## src/rtl/keypad_pkg.sv

```systemverilog
// Shared types, key map and helpers for the 4x4 hex keypad scanner.
// Auto-repeat constants exist only when KEYPAD_REPEAT_EN is defined.
package keypad_pkg;

    typedef enum logic [1:0] {
        SCAN     = 2'd0,
        DEBOUNCE = 2'd1,
        HELD     = 2'd2,
        RELEASE  = 2'd3
    } state_e;

    // Result of looking for exactly one active-low row
    typedef struct packed {
        logic       single;
        logic [1:0] idx;
    } row_hit_t;

    // Key code per {row, col}, row-major
    localparam logic [3:0] KEY_MAP [16] = '{
        4'h1, 4'h2, 4'h3, 4'hA,
        4'h4, 4'h5, 4'h6, 4'hB,
        4'h7, 4'h8, 4'h9, 4'hC,
        4'hE, 4'h0, 4'hF, 4'hD
    };

`ifdef KEYPAD_REPEAT_EN
    localparam int unsigned REPEAT_DELAY_TICKS  = 500;
    localparam int unsigned REPEAT_PERIOD_TICKS = 100;
`endif

    // Flags whether exactly one row is low and reports which one
    function automatic row_hit_t find_single_low(input logic [3:0] rows);
        row_hit_t    hit;
        int unsigned lows;
        hit  = '0;
        lows = 0;
        for (int i = 0; i < 4; i++) begin
            if (!rows[i]) begin
                lows    = lows + 1;
                hit.idx = 2'(i);
            end
        end
        hit.single = (lows == 1);
        return hit;
    endfunction

endpackage

```

## src/rtl/keypad_tick_gen.sv

```systemverilog
// Free-running scan tick: one-cycle pulse every SCAN_DIV clocks.
module keypad_tick_gen #(
    parameter int unsigned SCAN_DIV = 27000
) (
    input  logic clk,
    input  logic rst_n,
    output logic tick
);

    localparam int unsigned    CNT_W = (SCAN_DIV > 1) ? $clog2(SCAN_DIV) : 1;
    localparam logic [CNT_W-1:0] LAST = CNT_W'(SCAN_DIV - 1);

    logic [CNT_W-1:0] cnt_q, cnt_d;
    logic             tick_q, tick_d;

    // Counter wraps at SCAN_DIV-1; tick is registered so it is high while count sits at LAST
    always_comb begin
        cnt_d  = (cnt_q == LAST) ? '0 : cnt_q + CNT_W'(1);
        tick_d = (cnt_d == LAST);
    end

    // Counter and tick registers
    always_ff @(posedge clk or negedge rst_n) begin
        if (!rst_n) begin
            cnt_q  <= '0;
            tick_q <= 1'b0;
        end else begin
            cnt_q  <= cnt_d;
            tick_q <= tick_d;
        end
    end

    assign tick = tick_q;

endmodule

```

## src/rtl/keypad_scanner.sv

```systemverilog
// 4x4 hex keypad scanner: column drive, row sync, debounce, hex encode.
// Optional auto-repeat while held: define KEYPAD_REPEAT_EN.
module keypad_scanner
    import keypad_pkg::*;
#(
    parameter int unsigned SCAN_DIV       = 27000,
    parameter int unsigned DEBOUNCE_TICKS = 4
) (
    input  logic       clk,
    input  logic       rst_n,
    input  logic [3:0] row_in,
    output logic [3:0] col_out,
    output logic [3:0] key_code,
    output logic       key_valid,
    output logic       key_held
);

    localparam int unsigned      CNT_W   = $clog2(DEBOUNCE_TICKS + 1);
    localparam logic [CNT_W-1:0] DB_LAST = CNT_W'(DEBOUNCE_TICKS);

`ifdef KEYPAD_REPEAT_EN
    localparam int unsigned REP_MAX = (REPEAT_DELAY_TICKS > REPEAT_PERIOD_TICKS) ?
                                      REPEAT_DELAY_TICKS : REPEAT_PERIOD_TICKS;
    localparam int unsigned      REP_W     = $clog2(REP_MAX + 1);
    localparam logic [REP_W-1:0] REP_DELAY  = REP_W'(REPEAT_DELAY_TICKS);
    localparam logic [REP_W-1:0] REP_PERIOD = REP_W'(REPEAT_PERIOD_TICKS);

    logic [REP_W-1:0] rep_cnt_q, rep_cnt_d, rep_inc;
    logic             rep_armed_q, rep_armed_d;
`endif

    logic [3:0]       row_meta_q, row_s_q;
    logic             tick;
    state_e           state_q, state_d;
    logic [1:0]       col_q, col_d, col_next;
    logic [CNT_W-1:0] cnt_q, cnt_d, cnt_inc;
    logic [1:0]       cand_row_q, cand_row_d;
    logic [3:0]       col_out_q, col_out_d;
    logic [3:0]       key_code_q, key_code_d;
    logic             key_valid_q, key_valid_d;
    logic             key_held_q, key_held_d;
    row_hit_t         hit;
    logic             same_row;
    logic             cand_high;

    keypad_tick_gen #(
        .SCAN_DIV (SCAN_DIV)
    ) u_tick_gen (
        .clk   (clk),
        .rst_n (rst_n),
        .tick  (tick)
    );

    // Two-flop synchroniser for the asynchronous row pins
    always_ff @(posedge clk or negedge rst_n) begin
        if (!rst_n) begin
            row_meta_q <= '0;
            row_s_q    <= '0;
        end else begin
            row_meta_q <= row_in;
            row_s_q    <= row_meta_q;
        end
    end

    assign hit       = find_single_low(row_s_q);
    assign same_row  = hit.single && (hit.idx == cand_row_q);
    assign cand_high = row_s_q[cand_row_q];
    assign cnt_inc   = cnt_q + CNT_W'(1);
    assign col_next  = col_q + 2'd1;

    // FSM state register
    always_ff @(posedge clk or negedge rst_n) begin
        if (!rst_n) begin
            state_q <= SCAN;
        end else begin
            state_q <= state_d;
        end
    end

    // FSM next-state: all decisions are taken on scan ticks only
    always_comb begin
        state_d = state_q;
        if (tick) begin
            case (state_q)
                SCAN: begin
                    if (hit.single) state_d = DEBOUNCE;
                end
                DEBOUNCE: begin
                    if (!same_row)               state_d = SCAN;
                    else if (cnt_inc == DB_LAST) state_d = HELD;
                end
                HELD: begin
                    if (cand_high) state_d = (DEBOUNCE_TICKS == 1) ? SCAN : RELEASE;
                end
                RELEASE: begin
                    if (!cand_high)              state_d = HELD;
                    else if (cnt_inc == DB_LAST) state_d = SCAN;
                end
                default: state_d = SCAN;
            endcase
        end
    end

    // FSM outputs and datapath next values
    always_comb begin
        col_d       = col_q;
        cnt_d       = cnt_q;
        cand_row_d  = cand_row_q;
        key_code_d  = key_code_q;
        key_valid_d = 1'b0;
        key_held_d  = key_held_q;
`ifdef KEYPAD_REPEAT_EN
        rep_cnt_d   = rep_cnt_q;
        rep_armed_d = rep_armed_q;
        rep_inc     = rep_cnt_q + REP_W'(1);
`endif
        if (tick) begin
            case (state_q)
                SCAN: begin
                    if (hit.single) begin
                        cand_row_d = hit.idx;
                        cnt_d      = '0;
                    end else begin
                        col_d = col_next;
                    end
                end
                DEBOUNCE: begin
                    if (same_row) begin
                        cnt_d = cnt_inc;
                        if (cnt_inc == DB_LAST) begin
                            key_code_d  = KEY_MAP[{cand_row_q, col_q}];
                            key_valid_d = 1'b1;
                            key_held_d  = 1'b1;
                            cnt_d       = '0;
`ifdef KEYPAD_REPEAT_EN
                            rep_cnt_d   = '0;
                            rep_armed_d = 1'b0;
`endif
                        end
                    end else begin
                        col_d = col_next;
                        cnt_d = '0;
                    end
                end
                HELD: begin
                    if (cand_high) begin
                        if (DEBOUNCE_TICKS == 1) begin
                            key_held_d = 1'b0;
                            col_d      = col_next;
                            cnt_d      = '0;
                        end else begin
                            cnt_d = CNT_W'(1);
                        end
                    end
`ifdef KEYPAD_REPEAT_EN
                    else begin
                        // First repeat after the delay, then one per period
                        if (rep_inc == (rep_armed_q ? REP_PERIOD : REP_DELAY)) begin
                            key_valid_d = 1'b1;
                            rep_cnt_d   = '0;
                            rep_armed_d = 1'b1;
                        end else begin
                            rep_cnt_d = rep_inc;
                        end
                    end
`endif
                end
                RELEASE: begin
                    if (cand_high) begin
                        cnt_d = cnt_inc;
                        if (cnt_inc == DB_LAST) begin
                            key_held_d = 1'b0;
                            col_d      = col_next;
                            cnt_d      = '0;
                        end
                    end else begin
                        cnt_d = '0;
`ifdef KEYPAD_REPEAT_EN
                        rep_cnt_d   = '0;
                        rep_armed_d = 1'b0;
`endif
                    end
                end
                default: ;
            endcase
        end
        col_out_d = ~(4'b0001 << col_d);
    end

    // Datapath and output registers
    always_ff @(posedge clk or negedge rst_n) begin
        if (!rst_n) begin
            col_q       <= '0;
            cnt_q       <= '0;
            cand_row_q  <= '0;
            col_out_q   <= 4'b1110;
            key_code_q  <= '0;
            key_valid_q <= 1'b0;
            key_held_q  <= 1'b0;
`ifdef KEYPAD_REPEAT_EN
            rep_cnt_q   <= '0;
            rep_armed_q <= 1'b0;
`endif
        end else begin
            col_q       <= col_d;
            cnt_q       <= cnt_d;
            cand_row_q  <= cand_row_d;
            col_out_q   <= col_out_d;
            key_code_q  <= key_code_d;
            key_valid_q <= key_valid_d;
            key_held_q  <= key_held_d;
`ifdef KEYPAD_REPEAT_EN
            rep_cnt_q   <= rep_cnt_d;
            rep_armed_q <= rep_armed_d;
`endif
        end
    end

    assign col_out   = col_out_q;
    assign key_code  = key_code_q;
    assign key_valid = key_valid_q;
    assign key_held  = key_held_q;

endmodule
```

## config.mk

```make
export PLATFORM = sky130hd
export DESIGN_NAME = keypad_scanner
export DESIGN_NICKNAME = d
export VERILOG_FILES = /design/src/rtl/keypad_pkg.sv /design/src/rtl/keypad_tick_gen.sv /design/src/rtl/keypad_scanner.sv
export SDC_FILE = /design/constraint.sdc
export NUM_CORES = 1
export LEC_CHECK = 0
export CORE_ASPECT_RATIO = 0.6
export CORE_MARGIN = 2
export CORE_UTILIZATION = 54
export DETAILED_ROUTE_END_ITERATION = 8
export GPL_TIMING_DRIVEN = 0
export PLACE_DENSITY = 0.79
export SKIP_LAST_GASP = 1
export SYNTH_ARGS = -nofsm -noshare
export SYNTH_HDL_FRONTEND = slang
export SYNTH_HIERARCHICAL = 1
export SYNTH_SLANG_ARGS = --single-unit
```

## constraint.sdc

```tcl
create_clock -name clk -period 3.1 [get_ports clk]
set_input_delay 0.465 -clock clk [delete_from_list [all_inputs] [get_ports clk]]
set_output_delay 0.465 -clock clk [all_outputs]
set_load 0.1 [all_outputs]
```

After elaboration in Yosys (flattened, before gate mapping)
Memories as Yosys holds them, arrays and structs flattened. A register that Yosys moved wholly into a read port is not among the register bits.
Cells that the tools add are included.
Word-level totals
  bits in registers: 39
  output and inout port bits: 10
  ROM bits: 64
  input bits: 6
  word-level logic and storage cells: 85
  memories: 1
Cells by class
  shift operators: 1
  $add $sub $neg: 6
  bitwise operators: 2
  equal/unequal tests: 16
  multiplexer cells: 38
  $lt $le $gt $ge: 1
  reductions and logical operators: 9
Memory list
  (no name shown): words 16, width 4, rd ports 1, clocked after memory_dff 1, write ports 0, RTL line keypad_scanner.sv:131  | key_code_d = KEY_MAP[{cand_row_q, col_q}];
Operators with widths (number)
  $add 32x1->32 const B: 3
  $mux 32: 3
  $eq 32x1->1 const B: 1
  $eq 15x15->1 const B: 2
  $mux 2: 13
  $add 15x1->15 const B: 1
  $mux 15: 1
  $mux 3: 5
  $ne 2x2->1 const B: 6
  $pmux 3 s4: 1
  $mux 1: 11
  $pmux 2 s4: 1
  $ne 3x3->1 const B: 2
  $pmux 2 s3: 1
  $reduce_and 3->1: 2
  $reduce_and 6->1: 1
  $not 4->5: 1
  $reduce_and 5->1: 1
  $eq 2x2->1 const B: 2
  $not 4->4: 1
  $reduce_and 4->1: 1
  $shl 1x2->4 const A: 1
  $add 3x1->3 const B: 1
  $eq 3x3->1 const B: 1
  other kinds (10): 10

Logic depth before layout (Yosys ltp)
  word-level depth: 14
  mapped depth: 11
  depth with buffers taken out: 11

By module
The synthesis kept the hierarchy.
Modules (own cells, without submodules)
  keypad_scanner: sequential area each 679.4 µm², cells an instance 141, area an instance 1562.7 µm², times used 1
  keypad_tick_gen: sequential area each 400.4 µm², cells an instance 96, area an instance 955.9 µm², times used 1

Least setup slack after synthesis
No wires, ideal clock.
  kind: flip-flop to flip-flop
  start: register row_s_q[1]
  end: register col_q[1]
  path buffers: 0
  library setup time: 0.124 ns
  arrival time: 2.560 ns
  slack: 0.416 ns
  period minus slack after synthesis: 2.684 ns
  data required time: 2.976 ns
  cell stages (with the launch flop): 11
  path through: dfrtp_1 > inv_1 > ha_1 > xnor2_1 > ha_1 > nor4b_4 > nor4_4 > nor2_1 > o32a_4 > and2_4 > or2_1
Between the ends
  longest elaborated chain between the ends: 10
  elaborated cells between the ends (all ways): 18
  classes of those cells: add/sub (2); eq/ne (2); mux (13); reduce/logical (1)
Ends and longest elaborated chain
  from (decl): RTL line keypad_scanner.sv:32  | logic [3:0] row_meta_q, row_s_q;
  from (signal assigned): RTL line keypad_scanner.sv:61  | row_s_q <= row_meta_q;
  $mux 32: RTL line keypad_pkg.sv:38  | if (!rows[i]) begin
  $add 32x1->32: RTL line keypad_pkg.sv:39  | lows = lows + 1;
  $mux 32: RTL line keypad_pkg.sv:38
  $add 32x1->32: RTL line keypad_pkg.sv:39
  $mux 32: RTL line keypad_pkg.sv:38
  $eq 32x1->1: RTL line keypad_pkg.sv:43  | hit.single = (lows == 1);
  $logic_and 1x1->1: RTL line keypad_scanner.sv:66  | assign same_row = hit.single && (hit.idx == cand_row_q);
  $mux 2: RTL line keypad_scanner.sv:128  | if (same_row) begin
  $pmux 2 s3 *: RTL line keypad_scanner.sv:118  | case (state_q)
  $mux 2 *: RTL line keypad_scanner.sv:117  | if (tick) begin
  net col_d[1]: RTL line keypad_scanner.sv:35  | logic [1:0] col_q, col_d, col_next;
  to (signal assigned): RTL line keypad_scanner.sv:205  | col_q <= col_d;
  to (decl): RTL line keypad_scanner.sv:35
Mark *: on every way through the listed nets, which the timed path passes. The rest lies on a longest branch. The select of a mux whose other input is x is not followed.
A chain may end at the register's enable or synchronous reset.

Final worst setup path
Same ends and word-level chain as after synthesis.

==> summary.txt <==
Clock tree
  – Root Buffer: clkbuf_8
  – Clk sinks: 43
  – Postcts setup bufs: 0
  – Clock transition at the registers of the reported paths: 0.08 ns
  – # hold bufs at CTS: 0
  – CTS resizes: 0
  – CTS tree: built
  – Clk buf depth: 2
  – CTS H-Tree Depth: 2
  – Clk Latency, worst-skew pair: 0.30 ns
  – CTS buffer count: 5

Global routing
  – First-pass GRT wire length: 8270 µm
  – Antenna violations before repair: 0
  – GRT Util Overall: 0.202
  – Congestion Overflow GR: 0
  – Largest net degree at the start of global routing: 26
  – Vias in the first global route: 1702

Power and ir drop
  – Max IR drop VDD: 0.000223 V
  – Seq pwr share: 0.491
  – Power per cell area: about 400 nW/µm²
  – Lkg Pwr: roughly 1.3 nW
  – Net switching power: 0.237 mW
  – Part of the power in the clock network: 0.445
  – Switching Share: 0.205
  – Pint: 0.920 mW
  – Comb power frac: 0.064

Placement
  – DP Wirelength: ~3500 µm
  – Worst slack, placed: 0.185 ns
  – GPL Wtd Cong: 0.880
  – PortBufs: 15
  – Placed Area: 2770 µm²

Timing
  – Final period utilization: 0.944
  – Max Clock Skew: approximately 0.0037 ns
  – Worst slew margin: 0.354
  – Final setup violation count: 0
  – Fin. Hold Viols: 0
  – Setup TNS: 0 ns
  – Worst Tran Pin Value: 0.966 ns
  – Fmax: 0.342 GHz
  – RSZ-0062 raised after global routing: false
  – Min Tclk post-route: 2.92 ns
  – Max-slew violation count: 0
  – Final setup margin: around 0.18 ns

Layout
  – Share of layout cells above drive strength 1: 0.146
  – N_diodes: 0
  – Area Growth Syn to Fin: 15.3%
  – Final net count: between 200 and 300
  – Final core utilization: 0.639
  – Design area: 2900 µm²
  – Fillers: between 300 and 400

Critical path
  – Crit path DAT: 3.11 ns
  – Worst EP required: 3.29 ns
  – Setup crit end kind: flip-flop
  – Setup crit start kind: flip-flop
  – Critical path class: reg -> reg
  – Worst-path fanout max: 7

Drt
  – Via count: between 1500 and 2000
  – Antenna Nets Post-Route: 0
  – DR vias/cell: 5.56
  – DR DRC count: 0
  – Routed WL: ~4700 µm
  – DR iter-0 viols: 140
  – DR WL/cell: between 10 and 15 µm
  – DRT Pass-1 Iters: 4

Job
  – Max Cap Viol: 0

Synth
  – Post-Syn Area: 2520 µm²
  – Syn_nets: 255
  – Post-synth top area cell: dfrtp_1
  – Synth Instances: 237
  – YS warnings: 6
  – Post-Syn Area per Cell: 10.6 µm²
  – Ys flop type: dfrtp_1
  – Post-synth EDFFs: 0
  – Synth cell types: 61
  – Seq/Total Area, Yosys: 0.429
  – Yosys top cell area share: 0.397
  – Commonest cells post-synth: dfrtp_1 (40), nand2_1 (23), nor2_1 (20), o21ai_0 (14), ha_1 (12)
  – Most common cell in the netlist: dfrtp_1
  – Synth area leaders: dfrtp_1 (40%), ha_1 (6.0%), nand2_1 (3.4%)
  – #FFs+latches synth: between 40 and 50
  – FFs w/ async S/R, synth: 1.00

Floorplanning
  – Initial Util: 0.555
  – Row count: 19
  – Io pins: 16
  – Die width: 92.2 µm
  – DIE HEIGHT: 56.9 µm
  – Die footprint: roughly 5200 µm²
  – Core Box Area: 4540 µm²

Run status
  – Status: finished clean

Worst hold path
  – HP Class: in -> async
metal layers:
layer  GRT usage  vias to the layer above  routed length (µm)
li1            -                      886                   -
met2       0.264                       63                1810
met3      0.0443                        7                 284
met5           0                        -                   0
met4      0.0661                        0                  53
met1       0.329                      847                2550
worst paths after layout:
kind,endpoint,from,depth (start not counted),slack [ns]
min,u_tick_gen/cnt_q[0],rst_n,1,0.11
min reg2reg,row_s_q[3],row_meta_q[3],0,0.35
min in group clk,row_s_q[3],row_meta_q[3],0,0.35
max in group asynchronous,col_out[3],rst_n,2,2.44
max,col_q[1],row_s_q[1],10,0.18
max reg2reg,col_q[1],row_s_q[1],10,0.18
placed cells by master (no fill, tap or decap), types with 5 or more instances in the layout:
cell and instances:
dfrtp_1 40, nand2_1 23, nor2_1 20, o21ai_0 14, clkdlybuf4s50_1 14, ha_1 12, inv_1 11, xor2_1 8
xnor2_1 8, a21oi_1 7, clkbuf_1 6, clkbuf_8 5, nand4_1 5
worst max-delay path: stages (launching register included):
cell and delay [ns]:
dfrtp_1 0.44, inv_1 0.06, ha_1 0.38, xnor2_1 0.17, ha_1 0.38, nor4b_4 0.07
nor4_4 0.41, nor2_1 0.13, o32a_4 0.37, and2_4 0.18, or2_1 0.22
final cells by class:
cell class                      count  area, µm²  area share
Clock inverter                      2       60.1      0.0207
Multi-Input combinational cell    173       1340       0.461
Clock buffer                        6       72.6      0.0250
Inverter                           11       41.3      0.0142
Buffer                             10       58.8      0.0203
Tap cell                           63       78.8      0.0272
Timing Repair Buffer               16        173      0.0595
Sequential cell                    43       1080       0.372
flip-flops by register name, indices dropped and copies added, names as in the netlist:
signal / cells
u_tick_gen/tick: 1
state_q: 2
cand_row_q: 2
col_q: 2
row_s_q: 4
u_tick_gen/cnt_q: 15
key_held: 1
key_code: 4
cnt_q: 3
row_meta_q: 4
key_valid: 1
col_out: 4
power groups by stage:
stage          Clock (mW)  Combinational [mW]  Sequential [mW]
6_report            0.515              0.0741            0.569
5_1_grt             0.547              0.0819            0.569
4_1_cts             0.524              0.0755            0.569
3_5_place_dp            0              0.0752            0.580
3_3_place_gp            0              0.0702            0.579
2_1_floorplan           0              0.0472            0.579
cells by family (layout without fill, tap and decap cells):
group / Yosys count / count (layout) / synth area share
AND/OR/NAND/NOR: 95 / 95 / 0.255
flip-flops: 43 / 43 / 0.429
AO/OA/AOI/OAI: 41 / 41 / 0.115
buffers and inverters: 21 / 45 / 0.0397
XOR/XNOR: 17 / 17 / 0.0621
adder cells (fa/ha/maj): 12 / 12 / 0.0596
multiplexers: 8 / 8 / 0.0397
per-stage QoR:
stage                     hold WS (ns)  cells  power [mW]
after global placement           0.332    315       0.650
after detailed placement         0.335    316       0.655
after global routing             0.142    324        1.20
after floorplan                  0.169    237       0.626
after CTS                        0.124    324        1.17
final                            0.113    324        1.16
(Power assumes the default switching activity.)
==> RTL edit, RTL diff (same flow settings) <==
Reset style: synchronous (`rst_n`), changed in 4 clocked blocks. Comments in the files are not updated.
--- a/src/rtl/keypad_tick_gen.sv
+++ b/src/rtl/keypad_tick_gen.sv
@@ -22,3 +22,3 @@
     // Counter and tick registers
-    always_ff @(posedge clk or negedge rst_n) begin
+    always_ff @(posedge clk) begin
         if (!rst_n) begin
--- a/src/rtl/keypad_scanner.sv
+++ b/src/rtl/keypad_scanner.sv
@@ -54,3 +54,3 @@
     // Two-flop synchroniser for the asynchronous row pins
-    always_ff @(posedge clk or negedge rst_n) begin
+    always_ff @(posedge clk) begin
         if (!rst_n) begin
@@ -71,3 +71,3 @@
     // FSM state register
-    always_ff @(posedge clk or negedge rst_n) begin
+    always_ff @(posedge clk) begin
         if (!rst_n) begin
@@ -190,3 +190,3 @@
     // Datapath and output registers
-    always_ff @(posedge clk or negedge rst_n) begin
+    always_ff @(posedge clk) begin
         if (!rst_n) begin
Check against the original RTL: same outputs for any inputs over 10 cycles, from zero or initial values and one cycle with rst_n low; that may be too few to reach the edited logic, so the function may still have changed.
==> RTL edit against the original RTL <==
Total power fell by 5.6%; sequential share of layout area shrank 5.4 points; wire length increased by 7.8%; cell area is 6.7% lower; synthesized area decreased by 6.1%; synthesized cell count grew 11%; first-iteration DRC count increased by 11%; sequential cell count unchanged; worst setup slack improved by 0.026 ns; critical path type unchanged; largest cell class unchanged; largest power group unchanged.
==> RTL edit: results (changes against the original RTL) <==
Outcome
  • Status: completed

Power and ir drop
  • Register share of total power: 0.521 (+0.030)
  • Psw: 244 µW (+2.9%)
  • Pwr Density: 404 nW/µm² (+1.2%)
  • Peak supply drop: 0.194 mV (-13%)
  • Leak: 0.000995 µW (-21%)
  • Clock Power Share: 0.420 (-0.025)

Setup path
  • Crit-path max FO: 7 (unchanged)
  • Reg-to-reg slack, setup: 0.20 ns (+0.03 ns)
  • Max incr delay on CP: 0.42 ns (-0.02 ns)
  • Worst R2R Start: row_s_q[1]
  • CP arrival: 3.10 ns (about the same)
  • Reg2Reg Depth: 10 (unchanged)
  • Slowest stage cell, crit path: dfxtp_1
  • WS Path Type: reg2reg
  • Crit Reg-Reg Endpoint: state_q[0]

Synthesis
  • Main synth FF type: dfxtp_1
  • Async SR Flop Fraction: 0 (-1.00)
  • Sequential-to-total area share from yosys stat: 0.364 (-0.0647)
  • Synthesized net count: 280 (+9.8%)
  • Top cells by count, synth: dfxtp_1, nor2_1, nand2_1
  • Dominant cells by area after synthesis: dfxtp_1, ha_1, nor2_1, mux2i_1, and2_1
  • Avg Cell Area, Syn: 9.03 µm² (-15%)
  • Post-synth cell types: 56 (-8.2%)

Finish
  • Share of layout cells above drive strength 1: 0.0947 (-0.0509)
  • Final nets: 302 (+8.6%)
  • ANT cells: 0 (unchanged)
  • Top reg by flops: u_tick_gen/cnt_q

GRT
  • Largest net degree at the start of global routing: 14 (-46%)
  • Global-route wire length before repair: 8310 µm (+0.58%)
  • GRT Total Usage: 0.218 (+0.0155)
  • Vias in the first global route: 1751 (+2.9%)

Route
  • Iteration-0 DRC Markers: 155 (+11%)
  • Vias/cell: 5.69 (+2.3%)
  • Via count: 1964 (+8.9%)
  • Detailed Route WL: 5060 µm (+7.8%)
  • First-pass iteration count of the detailed router: 4 (unchanged)

Place
  • Post-DP Area: 2590 µm² (-6.5%)
  • DP Cell Count: 337 (+6.6%)
  • Placement Setup Slack: 0.189 ns (+0.00411 ns)
  • Routability cong.: 0.879 (-0.13%)
  • Post-DP HPWL: 3580 µm (+3.6%)

Hold path
  • Hold depth: 1
  • Worst hold-check path type: reg2reg
  • Hold Crit Start: row_meta_q[1]
  • Hold Path Sink: row_s_q[1]

Timing
  • Hold Worst Slack: 0.439 ns (+0.325 ns)
  • Tightest Pin Transition: 0.979 ns (+0.0130 ns)
  • Final worst path period share: 0.935 (-0.00829)
  • Setup Skew: 0.0106 ns (+0.00691 ns)

CTS
  • H-tree level count: 2 (unchanged)
  • Worst-Skew Late Latency: 0.30 ns (about the same)
  • Clock Tree Buf Depth: 2 (unchanged)
-- RTL edit: cell count changes after synthesis, sizes merged, moves of 6 or more --
cell   before  now
and2        4   13
dfrtp      40    0
dfxtp       0   43
nand2      23   14
nand3       3   14
nor2b       3    9
-- RTL edit: cell type report --
class                      count  area, µm²
inverter                      10       37.5
sequential                    43        861
tap                           60       75.1
timing repair buffer          15        150
multi-input combinational    197       1390
buffer                        12       73.8
clock buffer                   6       82.6
clock inverter                 2       35.0
fill                         332       1460
-- RTL edit: kinds of logic after synthesis --
| family | count (synthesis) | share of synthesized area |
|---|---|---|
| fa+ha+maj | 12 | 0.0635 |
| xor+xnor | 15 | 0.0556 |
| flops | 43 | 0.364 |
| buf+inv | 22 | 0.0471 |
| compound gates | 39 | 0.112 |
| simple gates | 120 | 0.300 |
| mux | 11 | 0.0577 |
-- RTL edit: layer usage --
metal	global-route usage	up-vias	wire, µm
met2	0.279	58	2090
li1	-	985	-
met5	0	-	0
met1	0.353	916	2640
met4	0.0640	0	41
met3	0.0538	5	284
